==> src/rtl/pc_seq_pkg.sv <==
// pc_seq_pkg: shared encodings for the PC sequencer and the PC datapath.
//   - FSM state encoding (also visible on state_out for debug)
//   - decoded instruction class codes driven into inst_class
//   - pc_mux_sel codes understood by the PC datapath
//   - mem_src_sel codes understood by the memory address mux
package pc_seq_pkg;

  typedef enum logic [2:0] {
    ST_IDLE   = 3'd0,
    ST_FETCH  = 3'd1,
    ST_DECODE = 3'd2,
    ST_EXEC   = 3'd3,
    ST_MEM    = 3'd4,
    ST_TRAPV  = 3'd5
  } state_t;

  localparam logic [2:0] CLS_ALU     = 3'd0;
  localparam logic [2:0] CLS_JAL     = 3'd1;
  localparam logic [2:0] CLS_JALR    = 3'd2;
  localparam logic [2:0] CLS_BRANCH  = 3'd3;
  localparam logic [2:0] CLS_LOAD    = 3'd4;
  localparam logic [2:0] CLS_STORE   = 3'd5;
  localparam logic [2:0] CLS_MRET    = 3'd6;
  localparam logic [2:0] CLS_ILLEGAL = 3'd7;

  localparam logic [2:0] PC_HOLD     = 3'd0;
  localparam logic [2:0] PC_PLUS4    = 3'd1;
  localparam logic [2:0] PC_JAL      = 3'd2;
  localparam logic [2:0] PC_JALR     = 3'd3;
  localparam logic [2:0] PC_BRANCH   = 3'd4;
  localparam logic [2:0] PC_MEPC     = 3'd5;
  localparam logic [2:0] PC_MEM_DOUT = 3'd6;

  localparam logic [1:0] SRC_PC      = 2'd0;
  localparam logic [1:0] SRC_ALU     = 2'd1;
  localparam logic [1:0] SRC_TRAPVEC = 2'd2;

endpackage

==> src/rtl/pc_sequencer.sv <==
// pc_sequencer: multi-cycle control FSM for the program counter datapath.
// Walks each instruction through FETCH, DECODE, EXEC and an optional MEM
// phase, owns the single memory port handshake, takes traps/interrupts at
// instruction boundaries (including the trap-vector fetch) and counts
// retired instructions.
//
// Ports:
//   clk          system clock, rising edge
//   reset        asynchronous active-low reset
//   inst_class   decoded class of the instruction register
//   irq          level interrupt request (sampled only in DECODE)
//   mem_ack      memory transfer complete / read data valid
//   mem_req      memory transfer request
//   mem_we       write strobe, qualified by mem_req
//   mem_src_sel  memory address source (pc_out, alu_out, trap vector)
//   ir_load      latch mem_dout into the instruction register
//   rd_we        register-file write enable
//   pc_mux_sel   PC update select
//   trap_enter   one-cycle pulse: save mepc/mcause
//   trap_cause   0 exception, 1 interrupt (qualified by trap_enter)
//   state_out    current FSM state
//   instret      retired-instruction count (wraps)
module pc_sequencer
  import pc_seq_pkg::*;
#(
  parameter logic [31:0] TRAP_VEC_ADDR = 32'h0000_0000,
  parameter int          CNT_W         = 32
) (
  input  logic             clk,
  input  logic             reset,
  input  logic [2:0]       inst_class,
  input  logic             irq,
  input  logic             mem_ack,
  output logic             mem_req,
  output logic             mem_we,
  output logic [1:0]       mem_src_sel,
  output logic             ir_load,
  output logic             rd_we,
  output logic [2:0]       pc_mux_sel,
  output logic             trap_enter,
  output logic             trap_cause,
  output logic [2:0]       state_out,
  output logic [CNT_W-1:0] instret
);

  // The trap vector is fetched as a whole word, so it must be word aligned.
  if (TRAP_VEC_ADDR[1:0] != 2'b00) begin : g_trap_vec_misaligned
    $error("TRAP_VEC_ADDR must be word aligned");
  end

  state_t           state_reg;
  state_t           state_next;
  logic [CNT_W-1:0] instret_reg;
  logic             retire;

  always_ff @(posedge clk or negedge reset) begin
    if (!reset) begin
      state_reg   <= ST_IDLE;
      instret_reg <= '0;
    end else begin
      state_reg <= state_next;
      if (retire) begin
        instret_reg <= instret_reg + CNT_W'(1);
      end
    end
  end

  always_comb begin
    state_next  = state_reg;
    mem_req     = 1'b0;
    mem_we      = 1'b0;
    mem_src_sel = SRC_PC;
    ir_load     = 1'b0;
    rd_we       = 1'b0;
    pc_mux_sel  = PC_HOLD;
    trap_enter  = 1'b0;
    trap_cause  = 1'b0;
    retire      = 1'b0;

    case (state_reg)
      // One idle cycle lets the PC's own reset settle before the first fetch.
      ST_IDLE: begin
        state_next = ST_FETCH;
      end

      ST_FETCH: begin
        mem_req     = 1'b1;
        mem_src_sel = SRC_PC;
        if (mem_ack) begin
          ir_load    = 1'b1;
          state_next = ST_DECODE;
        end
      end

      // Interrupts are only taken here, so an instruction is never split.
      ST_DECODE: begin
        if (irq) begin
          trap_enter = 1'b1;
          trap_cause = 1'b1;
          state_next = ST_TRAPV;
        end else if (inst_class == CLS_ILLEGAL) begin
          trap_enter = 1'b1;
          trap_cause = 1'b0;
          state_next = ST_TRAPV;
        end else begin
          state_next = ST_EXEC;
        end
      end

      ST_EXEC: begin
        state_next = ST_FETCH;
        case (inst_class)
          CLS_ALU: begin
            pc_mux_sel = PC_PLUS4;
            rd_we      = 1'b1;
            retire     = 1'b1;
          end
          CLS_JAL: begin
            pc_mux_sel = PC_JAL;
            rd_we      = 1'b1;
            retire     = 1'b1;
          end
          CLS_JALR: begin
            pc_mux_sel = PC_JALR;
            rd_we      = 1'b1;
            retire     = 1'b1;
          end
          CLS_BRANCH: begin
            pc_mux_sel = PC_BRANCH;
            retire     = 1'b1;
          end
          CLS_MRET: begin
            pc_mux_sel = PC_MEPC;
            retire     = 1'b1;
          end
          CLS_LOAD, CLS_STORE: begin
            state_next = ST_MEM;
          end
          default: begin
            // An illegal class here can only come from a changed IR;
            // route back through DECODE so it traps rather than retires.
            state_next = ST_DECODE;
          end
        endcase
      end

      // inst_class comes from the IR, which is stable here, so mem_we
      // holds steady for the whole request.
      ST_MEM: begin
        mem_req     = 1'b1;
        mem_src_sel = SRC_ALU;
        mem_we      = (inst_class == CLS_STORE);
        if (mem_ack) begin
          pc_mux_sel = PC_PLUS4;
          rd_we      = (inst_class == CLS_LOAD);
          retire     = 1'b1;
          state_next = ST_FETCH;
        end
      end

      // Fetch the handler entry PC; the trapped instruction does not retire.
      ST_TRAPV: begin
        mem_req     = 1'b1;
        mem_src_sel = SRC_TRAPVEC;
        if (mem_ack) begin
          pc_mux_sel = PC_MEM_DOUT;
          state_next = ST_FETCH;
        end
      end

      // Unused encodings recover on the next clock with all outputs idle.
      default: begin
        state_next = ST_IDLE;
      end
    endcase
  end

  assign state_out = state_reg;
  assign instret   = instret_reg;

endmodule

==> config.mk <==
export PLATFORM = sky130hd
export DESIGN_NAME = pc_sequencer
export DESIGN_NICKNAME = d
export VERILOG_FILES = /design/src/rtl/pc_seq_pkg.sv /design/src/rtl/pc_sequencer.sv
export SDC_FILE = /design/constraint.sdc
export NUM_CORES = 1
export LEC_CHECK = 0
export ABC_AREA = 1
export BUFFER_PORTS_ARGS = -buffer_cell sky130_fd_sc_hd__clkbuf_2
export CORE_MARGIN = 5
export CORE_UTILIZATION = 25
export CTS_BUF_LIST = sky130_fd_sc_hd__clkbuf_8 sky130_fd_sc_hd__clkbuf_16
export DETAILED_ROUTE_END_ITERATION = 7
export HOLD_SLACK_MARGIN = 0.15
export PLACE_DENSITY_LB_ADDON = 0.25
export SYNTH_ARGS = -nofsm -noshare
export SYNTH_HDL_FRONTEND = slang
export SYNTH_SLANG_ARGS = --single-unit
==> constraint.sdc <==
create_clock -name clk -period 1.7 [get_ports clk]
set_input_delay 0 -clock clk [delete_from_list [all_inputs] [get_ports clk]]
set_output_delay 0 -clock clk [all_outputs]
set_load 0.02 [all_outputs]
==> results by group <==
Critical path
  • Arrival @ worst endpoint: 1560 ps
  • Critical path startpoint category: flop
  • CP max-delay cell: dfrtp_1
  • CP Cell Sequence: buf_4 -> nor2_1 -> inv_1 -> nor2_1 -> nand2_1 -> o21ai_0 -> clkbuf_2
  • Worst-path fanout max: 7
  • Worst Setup End Kind: primary output
  • Crit-path max cell delay: 420 ps
  • R2R cell count: 8
  • Worst setup path class: flop to primary output
  • CP most frequent cell: nor2_1
  • WP data required: around 1700 ps

STA
  • Post-layout min period: 1562 ps
  • Worst Clk Skew: 6.742 ps
  • Hold Slack: 208.7 ps
  • Worst-Margin Slew: 570.6 ps
  • Final setup fails: 0
  • Unrepaired setup endpoints after global routing: false
  • Hold Violations, Final: 0
  • Fin Setup TNS: 0 ps
  • Slew Viols, Final: 0
  • Max-slew headroom: about three fifths
  • Fmax: 640.4 MHz
  • Period utilization: 91.86%

Route
  • Mean routed wirelength per cell: 12.01 um
  • DR vias: 2,007
  • DR iter-0 viols: 63
  • Routed Antenna Nets: 0
  • Initial DRT Pass Iterations: 4
  • Vias/cell: roughly 4.3
  • Residual DRC: 0
  • Final WL: 5.598 mm

Synth
  • Yosys top cell area share: between 40% and 50%
  • Mean post-synth cell area: approximately 7.3 um2
  • Post-synthesis mux area share: 0%
  • Post-synthesis simple-gate area fraction: roughly 39%
  • Synth Instances: 286
  • Adder-Cell Fraction of Synth Area: 0.5959%
  • Synth Net Count: 294
  • Mapped cell area: 2100 um2
  • Sequential element share of the synthesized area: 41.72%
  • Area contributors post-synth: dfrtp_1 (42%), nand2_1 (16%), nor2_1 (7.7%)
  • Post-Synth XOR/XNOR Area: roughly 8.3%
  • Synth Area in Compound Gates: roughly 3.3%
  • Post-synth cell types: 27
  • Yosys warns: 0
  • Flops & latches, synth: 35
  • Combinational family with the most area after synthesis: simple AND/OR/NAND/NOR gates
  • Yosys top cell by area: dfrtp_1

Final layout
  • Final #Nets: 368
  • Antenna Cells: 0
  • Largest register FFs: 32
  • Layout Area Growth over Synthesis: 29.68%
  • Fin cells: 466
  • Share of cells above drive strength 1: 25.48%

Global route
  • Grt ovf: 0
  • Total GRT Usage: between 10% and 20%
  • Initial antenna violation count: 0
  • Pin count of the biggest net entering global routing: 24
  • Vias in the first global route: 1,880
  • First-pass GRT wire length: 9.177 mm

Worst hold path
  • Min-Delay Path Class: input pin to flop
  • Hold depth: 5

Floorplan
  • Core ar.: 8217 um2
  • Die X: 101.6 um
  • Initial Util: 25.55%
  • Boundary pin count: 53
  • Die height: 101.6 um
  • Placement Rows: 33
  • Die ar.: 10,330 um2

Clocking
  • Sink Count: 35
  • CTS tree: yes
  • Htree depth: 2
  • Maximum clock insertion buffer count: 2
  • CTS buffer count: 5
  • Reg clk slew, reported paths: 70 ps
  • Root Buffer: clkbuf_8
  • Skew-Pair Late Insertion Delay: 290 ps

Outcome
  • Outcome: completed

Pwr
  • Worst vdd ir: 645.4 uV
  • Final Total Pwr: 2.687 mW
  • Pwr dens: between 900 and 1000 nW/um2
  • Static Leak: 1.390 nW

Placement
  • DP Cell Count: 451
  • Gp weighted congestion: 0.7990
  • HPWL after DPL: 4.451 mm
  • Port-buffer cells: 52

Flow run
  • Max Cap Viol: 0
[cell families after synthesis]
kind of cell / Yosys count
DFF: 35
xor gates and xnor gates: 20
adders and majority gates: 1
AOI/OAI and AO/OA: 13
buffers and inverters: 37
and+or+nand+nor: 180
[area by class of cell]
cell class	instances	area [um2]
clock buffer	7	96.34
tap	105	131.4
inverter	34	127.6
timing repair buffer	70	407.9
fill	908	5494
sequential	35	875.8
clock inverter	1	3.754
multi-input combinational	214	1080
[routing by layer]
metal  up-vias  GRT usage (%)  part of all wire [%]
li1       1040              -                     -
met1       911          15.36                    48
met2        49          17.96                    45
met3         7          2.824                   5.8
met4         0          4.294                   1.5
met5         -              0                     0
[cell usage in the layout (no fill, tap or decap), types with 6 or more instances in the layout]
cell type and instances:
nand2_1 91, nand3_1 13, xor2_1 10, buf_4 13, dfrtp_1 35, nand4_1 6
nor2_1 42, inv_1 35, clkbuf_8 7, clkbuf_2 52, xnor2_1 10, o21ai_0 6
[per-stage QoR]
stage / setup WS (ps) / utilization, % / area, um2
floorplan: 106.2 / - / 2100
global placement: 158.2 / 31.00 / 2547
detailed placement: 97.37 / 31.00 / 2547
CTS: 78.75 / 32.83 / 2698
global route: 3.545 / 33.14 / 2723
finish: 138.5 / 33.14 / 2723
[power breakdown]
group          internal [mW]  total [mW]  switching, mW
clock                  0.364       0.665          0.301
sequential             0.924        1.04          0.112
combinational          0.330       0.986          0.657
total                   1.62        2.69           1.07
[cells in the mapped netlist]
master and count:
xor2_1 10, o21ai_1 3, o21ai_0 6, nand4_2 1
nor2_2 5, inv_1 34, nor3_2 1, nand2_2 4
buf_4 2, dfrtp_1 35, a21oi_1 2, o211ai_1 1
nor2_1 43, nor3_1 3, nand3_2 3, nor4_1 1
ha_1 1, nor2_4 3, xnor2_1 10, nand2_4 1
buf_6 1, nand3_1 13, nand2_1 92, a31oi_1 1
nand4_1 6, nand3b_1 3, and2_1 1
[critical path: cells and delay by family (launching register included)]
family	cells	cell delay (ps)
compound gates	1	80
buf+inv	3	450
flops	1	420
simple gates	3	320
[worst paths after layout]
path / start / to / slack, ps
max: state_out[1] / pc_mux_sel[2] / 140
min: inst_class[1] / state_out[2] / 210
max reg2reg: instret[0] / instret[26] / 160
min reg2reg: instret[31] / instret[31] / 510
max in group asynchronous: reset / instret[20] / 930
min in group asynchronous: reset / instret[16] / 240
[repair_timing]
item,in CTS,in global routing
hold buffers,5,0
hold endpoints to repair,24,0
gates resized for setup,0,3
buffers inserted,0,2
setup endpoints to repair,0,5
(Power assumes the default switching activity.)
